<file path="src/rtl/debug_addr_nav_pkg.sv">
// Shared codes and helpers for the debug address navigator.
// Page codes, reset address and the direction-FSM state encoding live here.
package debug_addr_nav_pkg;

   localparam logic [1:0] PAGE_REGS = 2'b00;
   localparam logic [1:0] PAGE_DP   = 2'b01;
   localparam logic [1:0] PAGE_CP0  = 2'b10;
   localparam logic [1:0] PAGE_REGX = 2'b11;

   localparam logic [7:0] ADDR_RST  = 8'h20;

   typedef enum logic [1:0] {
      ST_IDLE   = 2'b00,
      ST_DELAY  = 2'b01,
      ST_REPEAT = 2'b10
   } dir_state_t;

   // Index arithmetic wraps naturally in 5 bits (31 -> 0, 0 -> 31).
   function automatic logic [4:0] step_index(input logic [4:0] index, input logic up);
      return up ? index + 5'd1 : index - 5'd1;
   endfunction

   // Page order is a plain 2-bit increment: REGS -> DP -> CP0 -> REGX -> REGS.
   function automatic logic [1:0] next_page(input logic [1:0] page);
      return page + 2'd1;
   endfunction

endpackage

</file>
<file path="src/rtl/debug_addr_nav_btn_debounce.sv">
// Button conditioner: 2-flop synchronizer, stability counter, debounced level
// and a registered one-cycle press pulse on the level's rising edge.
module btn_debounce #(
   parameter int DEB_CYCLES = 500000
) (
   input  logic clk,
   input  logic rst,
   input  logic raw,
   output logic level,
   output logic press
);

   localparam int CNT_W = (DEB_CYCLES > 1) ? $clog2(DEB_CYCLES) : 1;
   localparam logic [CNT_W-1:0] CNT_TC = CNT_W'(DEB_CYCLES - 1);

   logic             sync_a;
   logic             sync_b;
   logic [CNT_W-1:0] cnt;

   always_ff @(posedge clk or negedge rst) begin
      if (!rst) begin
         sync_a <= 1'b0;
         sync_b <= 1'b0;
      end else begin
         sync_a <= raw;
         sync_b <= sync_a;
      end
   end

   // cnt holds the number of consecutive differing samples already seen;
   // the sample that would make it DEB_CYCLES flips the level instead.
   always_ff @(posedge clk or negedge rst) begin
      if (!rst) begin
         cnt   <= '0;
         level <= 1'b0;
         press <= 1'b0;
      end else begin
         press <= 1'b0;
         if (sync_b == level) begin
            cnt <= '0;
         end else if (cnt == CNT_TC) begin
            cnt   <= '0;
            level <= sync_b;
            press <= sync_b;
         end else begin
            cnt <= cnt + 1'b1;
         end
      end
   end

endmodule

</file>
<file path="src/rtl/debug_addr_nav.sv">
// Button-driven page/index debug address navigator for the LCD and debug mux.
// Optional auto-repeat on held up/down buttons is enabled by DEBUG_AUTOREPEAT_EN.
//
// state     | meaning
// ----------+-----------------------------------------------------------
// ST_IDLE   | waiting for an up/down press
// ST_DELAY  | active button held, counting down the initial repeat delay
// ST_REPEAT | active button held, stepping every REPEAT_RATE cycles
module debug_addr_nav
   import debug_addr_nav_pkg::*;
#(
   parameter int DEB_CYCLES   = 500000,
   parameter int REPEAT_DELAY = 25000000,
   parameter int REPEAT_RATE  = 5000000
) (
   input  logic       clk,
   input  logic       rst,
   input  logic       btn_up,
   input  logic       btn_down,
   input  logic       btn_page,
   output logic [7:0] addr,
   output logic       addr_chg
);

   logic       lvl_up;
   logic       lvl_down;
   logic       lvl_page;
   logic       press_up;
   logic       press_down;
   logic       press_page;
   logic [1:0] page;
   logic [4:0] index;
   logic       dir_press;

   btn_debounce #(.DEB_CYCLES(DEB_CYCLES)) u_deb_up (
      .clk   (clk),
      .rst   (rst),
      .raw   (btn_up),
      .level (lvl_up),
      .press (press_up)
   );

   btn_debounce #(.DEB_CYCLES(DEB_CYCLES)) u_deb_down (
      .clk   (clk),
      .rst   (rst),
      .raw   (btn_down),
      .level (lvl_down),
      .press (press_down)
   );

   btn_debounce #(.DEB_CYCLES(DEB_CYCLES)) u_deb_page (
      .clk   (clk),
      .rst   (rst),
      .raw   (btn_page),
      .level (lvl_page),
      .press (press_page)
   );

   // A lone direction press; page wins over it and up+down cancels out.
   assign dir_press = (press_up ^ press_down) & ~press_page;

   assign addr = {1'b0, page, index};

`ifdef DEBUG_AUTOREPEAT_EN

   localparam int RPT_MAX = (REPEAT_DELAY > REPEAT_RATE) ? REPEAT_DELAY : REPEAT_RATE;
   localparam int RPT_W   = (RPT_MAX > 1) ? $clog2(RPT_MAX) : 1;
   localparam logic [RPT_W-1:0] DELAY_LD = RPT_W'(REPEAT_DELAY - 1);
   localparam logic [RPT_W-1:0] RATE_LD  = RPT_W'(REPEAT_RATE - 1);

   dir_state_t       state;
   logic [RPT_W-1:0] rpt_cnt;
   logic             dir_up;
   logic             held;
   logic             unused_lvl;

   assign held       = dir_up ? lvl_up : lvl_down;
   assign unused_lvl = lvl_page;

   always_ff @(posedge clk or negedge rst) begin
      if (!rst) begin
         page     <= ADDR_RST[6:5];
         index    <= ADDR_RST[4:0];
         addr_chg <= 1'b0;
         state    <= ST_IDLE;
         rpt_cnt  <= '0;
         dir_up   <= 1'b0;
      end else begin
         addr_chg <= 1'b0;
         if (press_page) begin
            page     <= next_page(page);
            addr_chg <= 1'b1;
         end
         case (state)
            ST_IDLE: begin
               if (dir_press) begin
                  index    <= step_index(index, press_up);
                  addr_chg <= 1'b1;
                  dir_up   <= press_up;
                  rpt_cnt  <= DELAY_LD;
                  state    <= ST_DELAY;
               end
            end
            ST_DELAY, ST_REPEAT: begin
               if (!held) begin
                  rpt_cnt <= '0;
                  state   <= ST_IDLE;
               end else if (rpt_cnt == '0) begin
                  // A coincident page press owns this cycle's change.
                  if (!press_page) begin
                     index    <= step_index(index, dir_up);
                     addr_chg <= 1'b1;
                  end
                  rpt_cnt <= RATE_LD;
                  state   <= ST_REPEAT;
               end else begin
                  rpt_cnt <= rpt_cnt - 1'b1;
               end
            end
            default: begin
               rpt_cnt <= '0;
               state   <= ST_IDLE;
            end
         endcase
      end
   end

`else

   logic unused_lvl;

   assign unused_lvl = ^{lvl_up, lvl_down, lvl_page};

   always_ff @(posedge clk or negedge rst) begin
      if (!rst) begin
         page     <= ADDR_RST[6:5];
         index    <= ADDR_RST[4:0];
         addr_chg <= 1'b0;
      end else begin
         addr_chg <= 1'b0;
         if (press_page) begin
            page     <= next_page(page);
            addr_chg <= 1'b1;
         end else if (dir_press) begin
            index    <= step_index(index, press_up);
            addr_chg <= 1'b1;
         end
      end
   end

`endif

endmodule
</file>
<file path="config.mk">
export PLATFORM = sky130hd
export DESIGN_NAME = debug_addr_nav
export DESIGN_NICKNAME = d
export VERILOG_FILES = /design/src/rtl/debug_addr_nav_pkg.sv /design/src/rtl/debug_addr_nav_btn_debounce.sv /design/src/rtl/debug_addr_nav.sv
export SDC_FILE = /design/constraint.sdc
export NUM_CORES = 1
export LEC_CHECK = 0
export BUFFER_PORTS_ARGS = -buffer_cell sky130_fd_sc_hd__clkbuf_2
export CELL_PAD_IN_SITES_DETAIL_PLACEMENT = 0
export CELL_PAD_IN_SITES_GLOBAL_PLACEMENT = 2
export CORE_ASPECT_RATIO = 0.8
export CORE_MARGIN = 8
export CORE_UTILIZATION = 35
export CTS_BUF_LIST = sky130_fd_sc_hd__clkbuf_8
export DETAILED_ROUTE_END_ITERATION = 6
export GPL_ROUTABILITY_DRIVEN = 0
export HOLD_SLACK_MARGIN = 0.02
export PLACE_DENSITY = 0.74
export SETUP_SLACK_MARGIN = 0.2
export SYNTH_ARGS = -nofsm -noshare
export SYNTH_HDL_FRONTEND = slang
export SYNTH_SLANG_ARGS = --single-unit
</file>
<file path="constraint.sdc">
create_clock -name clk -period 2 [get_ports clk]
set_input_delay 0.1 -clock clk [delete_from_list [all_inputs] [get_ports clk]]
set_output_delay 0.1 -clock clk [all_outputs]
set_load 0.02 [all_outputs]
</file>
Word-level counts from Yosys, hierarchy flattened
Index checks and enable logic that the tools add are counted.

word-level totals
  register bits after elaboration = 77
  latch bits = 0
  bits in writable memories = 0
  ROM bits = 0
  bits of input ports = 5
  output and inout port bits = 9
  word-level logic and storage cells = 55
  memories = 0

operators by class
  add/subtract/negate cells = 6
  multipliers = 0
  div/mod/pow operators = 0
  $lt $le $gt $ge = 0
  equal/unequal tests = 6
  shift-type cells = 0
  mux-type cells = 15
  bitwise gates (word level) = 6
  reductions and logical operators = 4

operators with widths
  kind                   number
  $mux 19                6
  $add 19x1->19 const B  3
  $eq 19x19->1 const B   3
  $mux 1                 8
  $reduce_and 2->1       4
  $add 5x1->5 const B    1
  $mux 5                 1
  $sub 5x1->5 const B    1
  $not 1->1              4
  $eq 1x1->1             3
  $add 2x1->2 const B    1
  $and 1x1->1            1
  $xor 1x1->1            1

Logic depth before layout (Yosys ltp)
  depth in word-level cells = 4
  mapped depth = 7
  mapped depth without buffers = 6

Cells and area by module
Synthesis repeated with hierarchy kept, for this count alone.

unflattened totals
  cell total of the unflattened synthesis = 369
  area, all modules = 3818.7 sq um

modules (own cells, without submodules)
  module          times used  cells an instance  area an instance (sq um)  seq. area each (sq um)
  btn_debounce    3           110                1118.6                    575.6
  debug_addr_nav  1           39                 462.9                     201.4

Worst setup path before layout
OpenSTA, ideal clock, no wires.

  kind = register -> register
  start point = register u_deb_page.cnt[0]
  end point = register u_deb_page.cnt[10]
  setup time = 71 ps
  arrival = 1600 ps
  data required time = 1929 ps
  setup slack = 329 ps
  stages on the path, launching flop included = 8
  path buffers = 2
  period minus slack after synthesis = 1671 ps
  cells stage by stage = dfrtp_1 ha_1 and4_1 and2_1 a41o_1 buf_2 buf_2 nor2_1

on the way
  longest elaborated chain between the ends = 3
  elaborated cells on any way between the ends = 4
  classes of those cells = 1 x add/sub; 1 x eq/ne; 2 x mux

ends and longest elaborated chain
  item                                           line                                                                  text
  start, declared                                debug_addr_nav_btn_debounce.sv:18                                     logic [CNT_W-1:0] cnt;
  start signal, assigned                         debug_addr_nav_btn_debounce.sv:46                                     cnt <= cnt + 1'b1;
  $add 19x1->19 or $eq 19x19->1 (tied branches)  debug_addr_nav_btn_debounce.sv:46, debug_addr_nav_btn_debounce.sv:41
  $mux 19 (*)                                    debug_addr_nav_btn_debounce.sv:41                                     end else if (cnt == CNT_TC) begin
  $mux 19 (*)                                    debug_addr_nav_btn_debounce.sv:39                                     if (sync_b == level) begin

Every way passes the cells marked *; elsewhere a longest branch is shown, timed or not.
A chain may end at the register's enable or synchronous reset.

Final worst setup path
  start point = register u_deb_page.cnt[8]
  end point = register u_deb_page.cnt[17]

The elaborated chain is that of the path after synthesis.

==> flow_metrics.tcl <==
set metrics [dict create \
    dr_total_vias 2671 \
    grt.total_usage_pct 11.3 \
    final_cell_mix "dfrtp_1, nor2_1, xnor2_1, nand2_1, nand3_1" \
    hpwlAfterDp_um 5150 \
    antenna_left 0 \
    switchingPower_mw 0.666 \
    overflow 0 \
    clkSinkCount 77 \
    worstPathArrival_ps 1990 \
    grt_pass1_wl_um 13200 \
    die_w_um 132 \
    syn_avg_cell_area_um2 10.3 \
    synth_top_area_share_pct 50.9 \
    multi_input_comb_area_um2 1830 \
    max-vdd-ir-drop_mv 0.444 \
    io_pins 14 \
    critical_path_class "reg2reg" \
    finalHoldViolCount 0 \
    insertion_delay_ps 350 \
    synth_area_leader_cell "dfrtp_1" \
    avgRoutedWirePerCell_um 13.7 \
    intPower_mw 2.31 \
    grt_max_degree 41 \
    min_period_over_period_pct 85.8 \
    synth_edf_count 0 \
    synth_warnings 0 \
    use_met3_pct 3.29 \
    pwr-share-seq_pct 53.8 \
    slew_violations 0 \
    port_buffers 12 \
    drt_iter0_drc 97 \
    use_met2_pct 16.2 \
    status "completed" \
    crit_required_ps 2270 \
    drt_pass1_iterations 4 \
    ys_seq_elements 77 \
    num_antenna_cells 0 \
    syn_inst 364 \
    busiest_layer "met2" \
    fillers 1045 \
    fmax_ghz 0.583 \
    netlist_area_um2 3740 \
    path_clk_slew_ps 80 \
    die_h_um 108 \
    rsz0062_at_grt "no" \
    root_buffer "clkbuf_8" \
    yosysSeqAreaShare_pct 51.6 \
    die_area_um2 14300 \
    combPwrFrac_pct 3.5 \
    worstMarginPinSlew_ps 530 \
    rows 33 \
    setup_tns_ps 0 \
    power.leakage_nw 1.74 \
    finClkSkew_ps 8.24 \
    power_density_nw_per_um2 677 \
    wl_um 7390 \
    via_per_inst 4.94 \
    fin_nets 409 \
    grt_use_met1_pct 15.8 \
    layout_commonest_cell "dfrtp_1" \
    utilization_pct 42.6 \
    htree_num_levels 3 \
    clk_path_buf_depth 2 \
    cts_tree "done" \
    setup_violations 0 \
    antenna_found_initial 0 \
    relSlewSlack_pct 64.7 \
    worstPathMaxFanout 6 \
    core_um2 10300 \
    swShare_pct 22.4 \
    register_area_um2 1930 \
    start_kind "flip-flop" \
    cts-buffers-inserted 9 \
    yosys.cell_types.count 45 \
    synth_area_leaders "dfrtp_1, xnor2_1, nor2_1" \
    async_flop_share_pct 100 \
    min_period_ps 1720 \
    clock_power_share_pct 42.7 \
    start_util_pct 36.2 \
    grt_pass1_vias 2691 \
    holdCritPathClass "in2async" \
    layout-drive-gt1-share_pct 18.2 \
    synth_top_flop_cell "dfrtp_1" \
    endpoint_kind "flip-flop" \
    syn_nets 376 \
    drc_errors 0 \
    syn_to_final_growth_pct 17.6 \
    maxCapViolCount 0 \
]
worst max-delay path, stage by stage, from the launching register on:
cell and delay [ps]:
dfrtp_1 470, nand4_4 160, or3_4 440, or4_1 400, a21oi_1 160
power groups by stage:
| stage | registers [mW] | logic [mW] | clock network (mW) |
|---|---|---|---|
| after floorplan | 1.62 | 0.0487 | 0 |
| after global placement | 1.63 | 0.102 | 0 |
| after detailed placement | 1.63 | 0.102 | 0 |
| after CTS | 1.60 | 0.108 | 1.32 |
| after global routing | 1.60 | 0.125 | 1.39 |
| final | 1.60 | 0.106 | 1.27 |
metal layers:
metal	part of all wire [%]	wire, µm
met1	54	4000
met2	41	3000
met3	4.5	329
met4	0.73	54
met5	0	0
final cells by class:
type                            count  share of cell area (%)
Sequential cell                    77                    43.9
Multi-Input combinational cell    271                    41.5
Timing Repair Buffer               30                    5.01
Tap cell                          140                    3.98
Clock buffer                        9                    2.82
Clock inverter                      6                    2.02
Inverter                            8                   0.683
Yosys cell counts, drive strengths merged (2+ instances only):
library cell,number
a21oi,9
and2,2
and3,4
and4,3
buf,5
clkbuf,3
dfrtp,76
ha,6
inv,8
mux2,5
mux2i,2
nand2,23
nand2b,2
nand3,22
nand4,17
nor2,56
nor3,13
nor3b,5
nor4,20
nor4bb,2
o21ai,6
o31ai,2
or2,3
or3,5
or4,2
xnor2,39
xor2,15
through the flow:
stage | setup slack, ps | std cells | hold WS, ps | total power, mW | area, µm²
2_1_floorplan | 329 | 364 | -196 | 1.67 | 3740
3_3_place_gp | 147 | 519 | 123 | 1.73 | 4030
3_5_place_dp | 169 | 519 | 125 | 1.73 | 4030
4_1_cts | 230 | 540 | 282 | 3.03 | 4310
5_1_grt | 204 | 541 | 321 | 3.12 | 4400
6_report | 284 | 541 | 280 | 2.98 | 4400
registers in the layout (all words and copies together), names as in the netlist, 2 cells and up:
signal and flops:
index 5, page 2, u_deb_down.cnt 19, u_deb_page.cnt 19, u_deb_up.cnt 19
final timing paths:
check | startpoint | depth (start not counted) | end | slack [ps]
min in group clk | u_deb_up.sync_a | 0 | u_deb_up.sync_b | 350
hold reg to reg | u_deb_up.sync_a | 0 | u_deb_up.sync_b | 350
setup / recovery | u_deb_page.cnt[8] | 4 | u_deb_page.cnt[17] | 280
setup reg to reg | u_deb_page.cnt[8] | 4 | u_deb_page.cnt[17] | 280
hold / removal | rst | 2 | index[0] | 280
max in group asynchronous | rst | 3 | u_deb_page.cnt[7] | 1120
repair_timing:
action	4_1_cts	5_1_grt
setup buffers	2	1
endpoints found under the setup margin	1	26
hold buffers	4	0
endpoints found under the hold margin	41	0
resized for setup	1	20
pin swaps	1	1
logic make-up (layout without fill, tap and decap cells):
| group | after synthesis | after routing | share of synthesized area, % |
|---|---|---|---|
| AO/OA/AOI/OAI | 22 | 22 | 3.61 |
| XOR/XNOR | 54 | 54 | 12.6 |
| adder cells (fa/ha/maj) | 7 | 7 | 2.54 |
| buffers and inverters | 16 | 53 | 1.84 |
| flip-flops | 77 | 77 | 51.6 |
| multiplexers | 7 | 7 | 2.04 |
| other | 1 | 1 | 0.100 |
| AND/OR/NAND/NOR | 180 | 180 | 25.7 |
No activity file was read; power rests on OpenSTA's default activity.
